### src/rtl/fetch_stage.sv
// Instruction-fetch stage: owns the PC, issues one imem request at a time, buffers one
// early response and drives the IF/ID register consumed by decode.
module fetch_stage #(
    parameter logic [31:0] RESET_PC  = 32'h0000_0000,
    parameter logic [31:0] NOP_INSTR = 32'h0000_0013
) (
    input  logic        clk,
    input  logic        rst,
    input  logic        PCWrite,
    input  logic        FetchWrite,
    input  logic        PCSrc,
    input  logic [31:0] pc_branch,
    output logic        imem_req,
    output logic [31:0] imem_addr,
    input  logic        imem_ready,
    input  logic        imem_rvalid,
    input  logic [31:0] imem_rdata,
    output logic [31:0] instruction,
    output logic [31:0] pc,
    output logic        if_valid
);

    typedef enum logic {S_FETCH, S_WAIT} state_t;

    state_t      state_q, state_d;
    logic [31:0] pc_q;
    logic [31:0] req_pc;
    logic        drop;
    logic        buf_valid;
    logic [31:0] buf_instr;
    logic [31:0] buf_pc;

    logic redirect, accept, rsp, rsp_keep, to_ifid;

    assign redirect  = PCSrc & PCWrite;
    assign imem_addr = pc_q;
    assign accept    = imem_req & imem_ready;
    assign rsp       = (state_q == S_WAIT) & imem_rvalid;
    // A response is kept only if it was not flushed earlier (drop) or in this same cycle.
    assign rsp_keep  = rsp & ~drop & ~redirect;
    assign to_ifid   = rsp_keep & FetchWrite & ~buf_valid;

    always_ff @(posedge clk) begin
        if (rst) state_q <= S_FETCH;
        else     state_q <= state_d;
    end

    always_comb begin
        state_d  = state_q;
        imem_req = 1'b0;
        case (state_q)
            S_FETCH: begin
                imem_req = ~rst & ~buf_valid & PCWrite & ~redirect;
                if (imem_req && imem_ready) state_d = S_WAIT;
            end
            S_WAIT: begin
                if (imem_rvalid) state_d = S_FETCH;
            end
            default: state_d = S_FETCH;
        endcase
    end

    always_ff @(posedge clk) begin
        if (rst) begin
            pc_q        <= RESET_PC;
            drop        <= 1'b0;
            buf_valid   <= 1'b0;
            instruction <= NOP_INSTR;
            pc          <= RESET_PC;
            if_valid    <= 1'b0;
        end else begin
            if (redirect)    pc_q <= pc_branch;
            else if (accept) pc_q <= pc_q + 32'd4;

            if (redirect && state_q == S_WAIT && !imem_rvalid) drop <= 1'b1;
            else if (rsp)                                      drop <= 1'b0;

            if (redirect)                 buf_valid <= 1'b0;
            else if (rsp_keep && !to_ifid) buf_valid <= 1'b1;
            else if (FetchWrite && buf_valid) buf_valid <= 1'b0;

            if (FetchWrite) begin
                if (redirect) begin
                    instruction <= NOP_INSTR;
                    if_valid    <= 1'b0;
                end else if (buf_valid) begin
                    instruction <= buf_instr;
                    pc          <= buf_pc;
                    if_valid    <= 1'b1;
                end else if (rsp_keep) begin
                    instruction <= imem_rdata;
                    pc          <= req_pc;
                    if_valid    <= 1'b1;
                end else begin
                    instruction <= NOP_INSTR;
                    if_valid    <= 1'b0;
                end
            end
        end
    end

    // Data-only registers: qualified by control state, so no reset needed.
    always_ff @(posedge clk) begin
        if (accept) req_pc <= pc_q;
        if (rsp_keep && !to_ifid) begin
            buf_instr <= imem_rdata;
            buf_pc    <= req_pc;
        end
    end

endmodule

### config.mk
export PLATFORM = sky130hd
export DESIGN_NAME = fetch_stage
export DESIGN_NICKNAME = d
export VERILOG_FILES = /design/src/rtl/fetch_stage.sv
export SDC_FILE = /design/constraint.sdc
export NUM_CORES = 1
export LEC_CHECK = 0
export ABC_AREA = 1
export BUFFER_PORTS_ARGS = -buffer_cell sky130_fd_sc_hd__buf_4
export CORE_MARGIN = 2
export CORE_UTILIZATION = 49
export CTS_CLUSTER_DIAMETER = 40
export DETAILED_ROUTE_END_ITERATION = 7
export GPL_TIMING_DRIVEN = 0
export PLACE_DENSITY_LB_ADDON = 0.2
export SLEW_MARGIN = 20
export SYNTH_ARGS = -nofsm -noshare
export SYNTH_HDL_FRONTEND = slang
export SYNTH_SLANG_ARGS = --single-unit
### constraint.sdc
create_clock -name clk -period 4.64 [get_ports clk]
set_input_delay 0.464 -clock clk [delete_from_list [all_inputs] [get_ports clk]]
set_output_delay 0.464 -clock clk [all_outputs]
set_load 0.005 [all_outputs]
After elaboration in Yosys (flattened, before gate mapping)

Index checks and enable logic that the tools add are counted.

Logic and storage cells: 57
Input port bits: 71
Register bits after elaboration: 196

Bitwise logic cells: 15
Reduce and logical (&&, ||, !) cells: 13
Add/subtract/negate cells: 1
Muxes and demuxes: 18

Operators by type and width:

| kind                                                            | count |
|---|---|
| 32-bit 2-to-1 mux                                               | 7 |
| 32-bit by 3-bit adder with 32-bit output, second input constant | 1 |
| 1-bit bitwise AND                                               | 10 |
| 1-bit 2-to-1 mux                                                | 10 |
| 2-bit nonzero test                                              | 4 |
| 1-bit logical AND                                               | 5 |
| 1-bit NOT                                                       | 5 |
| 3-bit AND reduction                                             | 1 |
| 1-bit logical NOT                                               | 2 |
| 1-bit case mux with 2 select lines                              | 1 |
| 2-bit OR reduction                                              | 1 |

Logic depth before layout (Yosys ltp)

Depth in word-level cells: 8
Mapped depth: 11
Mapped depth without buffers: 10

Least setup slack after synthesis

No wires, ideal clock.

Kind: in2reg
Start point: input PCSrc
End point: register buf_instr[0] (enable)
Path slack: 0.185 ns
Library setup time: 0.509 ns
Data required time: 4.131 ns
Data arrival time: 3.946 ns
Cell stages on the path: 4
Path through: nand2_1 -> buf_6 -> nand3_2 -> a21oi_1

Longest elaborated chain between the ends: 7

Ends and longest elaborated chain:

| item                           | RTL line | source |
|---|---|---|
| start, declared                | 11       | `input logic PCSrc,` |
| 1-bit bitwise AND (*)          | 35       | `assign redirect = PCSrc & PCWrite;` |
| 1-bit NOT (no line) (*)        | --       |  |
| 1-bit bitwise AND (*)          | 40       | `assign rsp_keep = rsp & ~drop & ~redirect;` |
| 1-bit bitwise AND (2 in a row) | 41       | `assign to_ifid = rsp_keep & FetchWrite & ~buf_valid;` |
| 1-bit logical NOT              | 105      | `if (rsp_keep && !to_ifid) begin` |
| 1-bit logical AND (*)          | 105      |  |
| end signal, assigned           | 106      | `buf_instr <= imem_rdata;` |
| end, declared                  | 30       | `logic [31:0] buf_instr;` |

Mark *: on every way between the ends. The rest lies on a longest branch, timed or not.
A chain may end at the register's enable or synchronous reset.

Final worst setup path

Start point: register buf_valid
End point: register buf_pc[15] (enable)

Longest elaborated chain between the ends: 4

Ends and longest elaborated chain:

| item                   | RTL line | source |
|---|---|---|
| start, declared        | 29       | `logic buf_valid;` |
| start signal, assigned | 67       | `buf_valid <= 1'b0;` |
| start signal, assigned | 78       | `if (redirect) buf_valid <= 1'b0;` |
| start signal, assigned | 79       | `else if (rsp_keep && !to_ifid) buf_valid <= 1'b1;` |
| 1-bit NOT              | 41       |  |
| 1-bit bitwise AND      | 41       |  |
| 1-bit logical NOT      | 105      |  |
| 1-bit logical AND      | 105      |  |
| end signal, assigned   | 107      | `buf_pc <= req_pc;` |
| end, declared          | 31       | `logic [31:0] buf_pc;` |

Every way passes these cells.

==> results.tsv <==
stage	metric	value	unit
run_status	status	completed	
logic_synthesis	Netlist Area Pre-Place	8150	µm²
power_and_ir_drop	P per Cell Area	345	nW/µm²
finish	Antenna Cells	0	
logic_synthesis	Yosys top cell area share	0.354	
logic_synthesis	Post-synth ARST share	0	
sta	fmax	454	MHz
place	Final GP Congestion	0.952	
floorplan	Die Ht	133	µm
detailed_routing	final wirelength	22000	µm
clock_network	CTS tree	yes	
clock_network	number of gates resized after CTS	0	
finish	nets	1148	
clock_network	H-tree levels	4	
logic_synthesis	Most used DFF post-synth	dfxtp_1	
global_route	first-pass GRT wire length	35000	µm
logic_synthesis	Yosys reg bits	196	
critical_path	data arrival time of the worst path	2340	ps
global_route	initial antenna violation count	0	
floorplan	site row count	47	
sta	Max-Slew Margin vs Limit	0.404	
logic_synthesis	post-synthesis simple-gate area fraction	0.217	
floorplan	Ports	169	
critical_path	Worst Path Required	4780	ps
finish	Area growth syn-to-layout	27.1	%
detailed_routing	drt wl/cell	16.8	µm
logic_synthesis	Synth Instances	887	
critical_path	CP Capture Type	flip-flop	
logic_synthesis	leading area contributor after synthesis	edfxtp_1	
logic_synthesis	number of flops mapped to enable cells by yosys	96	
run	maxcap violations	0	
critical_path	Critical R2R Launch	buf_valid$_SDFFE_PP0P_	
critical_path	worst-path fanout max	23	
global_route	pin count of the biggest net entering global routing	42	
floorplan	die area	17700	µm²
critical_path	Crit Path Category	reg2reg	
hold_path	Hold EP	buf_instr[27]$_DFFE_PP_	
critical_path	r2r worst-path depth	6	
clock_network	Worst-Skew Late Latency	440	ps
logic_synthesis	number of distinct library cells after synthesis	35	
detailed_routing	Post-DRT Antenna Nets	0	
detailed_routing	DRC	0	
hold_path	Min-Delay Startpoint	imem_rdata[27]	
detailed_routing	via count	7013	
logic_synthesis	Synth Area in XOR/XNOR	0.00108	
power_and_ir_drop	Pleak	4.00	nW
clock_network	Post-CTS Setup Inserts	0	
logic_synthesis	largest family of logic cells by synthesized area	simple AND/OR/NAND/NOR gates	
clock_network	Longest Clk Path Bufs	2	
clock_network	Worst-path clk slew	80	ps
clock_network	Post-CTS Hold Buffers	0	
sta	actual slew at the worst max-slew pin	894	ps
logic_synthesis	sequential area share after synthesis	0.600	
logic_synthesis	Commonest cells post-synth	nand2_1, dfxtp_1, edfxtp_1, nor2_1, a21oi_1	
critical_path	Setup crit start kind	flip-flop	
clock_network	CTS root buffer	clkbuf_16	
power_and_ir_drop	VDD IR max	0.000287	V
logic_synthesis	Area contributors post-synth	edfxtp_1, dfxtp_1, nand2_1	
logic_synthesis	compound-cell area share of the yosys netlist	0.132	
finish	post-layout util	0.631	
clock_network	total CTS buffers	17	
sta	period utilization	0.475	
sta	endpoints failing setup	0	
sta	RSZ-0062 raised after global routing	false	
sta	final hold viol count	0	
detailed_routing	Via-to-Cell Ratio	5.36	
logic_synthesis	share of synthesized area spent on multiplexers	0	
critical_path	flop2flop setup slack	2440	ps
finish	layout cells sized above 1	0.247	
floorplan	Core Area	16400	µm²
global_route	grt ovf	0	
logic_synthesis	top-count cell post-synth	nand2_1	
sta	Final min period	2200	ps
detailed_routing	DR iter-0 viols	679	
hold_path	Hold/Removal Path Class	in2reg	
sta	Clock Skew	17.5	ps
detailed_routing	Initial DRT Pass Iterations	5	
sta	final hold slack	203	ps
floorplan	Die Width	133	µm
hold_path	hold path depth	1	
place	Post-DP HPWL	15800	µm
sta	max-slew violations	0	
clock_network	clock sink count	196	
global_route	vias in the first global route	6513	
logic_synthesis	syn_area_per_cell	9.18	µm²
logic_synthesis	synthesized net count	959	
global_route	gr usage total	0.254	
finish	fillcell total	1399	
floorplan	initial cell density of the core	0.497	
place	IO Port Bufs	167	
critical_path	reg2reg end	buf_pc[15]$_DFFE_PP_	
logic_synthesis	adder-cell share of the synthesized area	0.00154	
logic_synthesis	count of yosys warnings during synthesis	0	
==> worst max-delay path by stage <==
| stage | startpoint | to | cells after the start |
|---|---|---|---|
| floorplan | PCSrc | buf_instr[0]$_DFFE_PP_ | 4 |
| global placement | PCWrite | buf_pc[12]$_DFFE_PP_ | 5 |
| detailed placement | PCWrite | buf_pc[12]$_DFFE_PP_ | 8 |
| CTS | buf_valid$_SDFFE_PP0P_ | buf_pc[15]$_DFFE_PP_ | 6 |
| global route | buf_valid$_SDFFE_PP0P_ | buf_pc[9]$_DFFE_PP_ | 6 |
| finish | buf_valid$_SDFFE_PP0P_ | buf_pc[15]$_DFFE_PP_ | 6 |
==> through the flow <==
stage / instances / total power, mW / area (µm²) / setup WS [ps] / TNS, ps
global placement: 1274 / 2.15 / 9680 / -1650 / -106710
detailed placement: 1277 / 2.16 / 9770 / 2240 / 0
CTS: 1309 / 3.58 / 10400 / 2410 / 0
floorplan: 887 / 2.02 / 8150 / 185 / 0
global route: 1309 / 3.68 / 10400 / 2320 / 0
finish: 1309 / 3.57 / 10400 / 2440 / 0
==> state kept, by name, summed over array words and instances, names as in the netlist <==
signal,cells
buf_instr,32
buf_pc,32
imem_addr,32
instruction,32
pc,32
req_pc,32
buf_valid,1
drop,1
if_valid,1
state_q,1
==> cell type report <==
class                      count  area, µm²  share of cell area
clock inverter                15        160              0.0155
sequential                   196       4880               0.472
multi-input combinational    599       2880               0.278
clock buffer                  17        425              0.0411
tap                          220        275              0.0266
timing repair buffer         170       1340               0.129
buffer                        54        253              0.0244
inverter                      38        143              0.0138
==> per-layer routing <==
| metal | part of all wire | GRT usage | vias up |
|---|---|---|---|
| li1 | - | - | 3425 |
| met2 | 0.47 | 0.392 | 303 |
| met5 | 0 | 0 | - |
| met4 | 0.022 | 0.0896 | 0 |
| met1 | 0.43 | 0.357 | 3250 |
| met3 | 0.082 | 0.0510 | 35 |
==> cell families (layout without fill, tap and decap cells) <==
family / Yosys count / after routing
DFF: 196 / 196
and+or+nand+nor: 418 / 418
xor gates and xnor gates: 1 / 1
AOI/OAI and AO/OA: 179 / 179
adders and majority gates: 1 / 1
buffers and inverters: 92 / 294
==> power by group <==
group	total [mW]	switching, mW	internal (mW)	leakage (nW)
Clock	1.45	0.726	0.723	0.284
Sequential	1.88	0.0385	1.84	1.71
Combinational	0.241	0.130	0.111	2.01
Total	3.57	0.895	2.67	4.00
==> worst max-delay path: stages (launching register included) <==
cell      delay [ps]
dfxtp_1          340
inv_2             70
clkbuf_1         310
a21oi_4          580
buf_16           230
buf_16           180
buf_16           180
==> layout by cell type, fill, tap and decap left out, drive strengths merged <==
cell type	count
nand2	239
buf	193
dfxtp	100
edfxtp	96
nor2	91
a21oi	56
o21ai	50
clkbuf	48
nand3	46
inv	46
a31oi	34
or2	30
o2111ai	29
nor3	9
clkinv	6
o21bai	3
a21boi	2
o211a	2
nand4	2
and2	1
o211ai	1
a22oi	1
xor2	1
a211oi	1
ha	1
clkinvlp	1
Note: power is estimated with default switching activity, not from simulation.
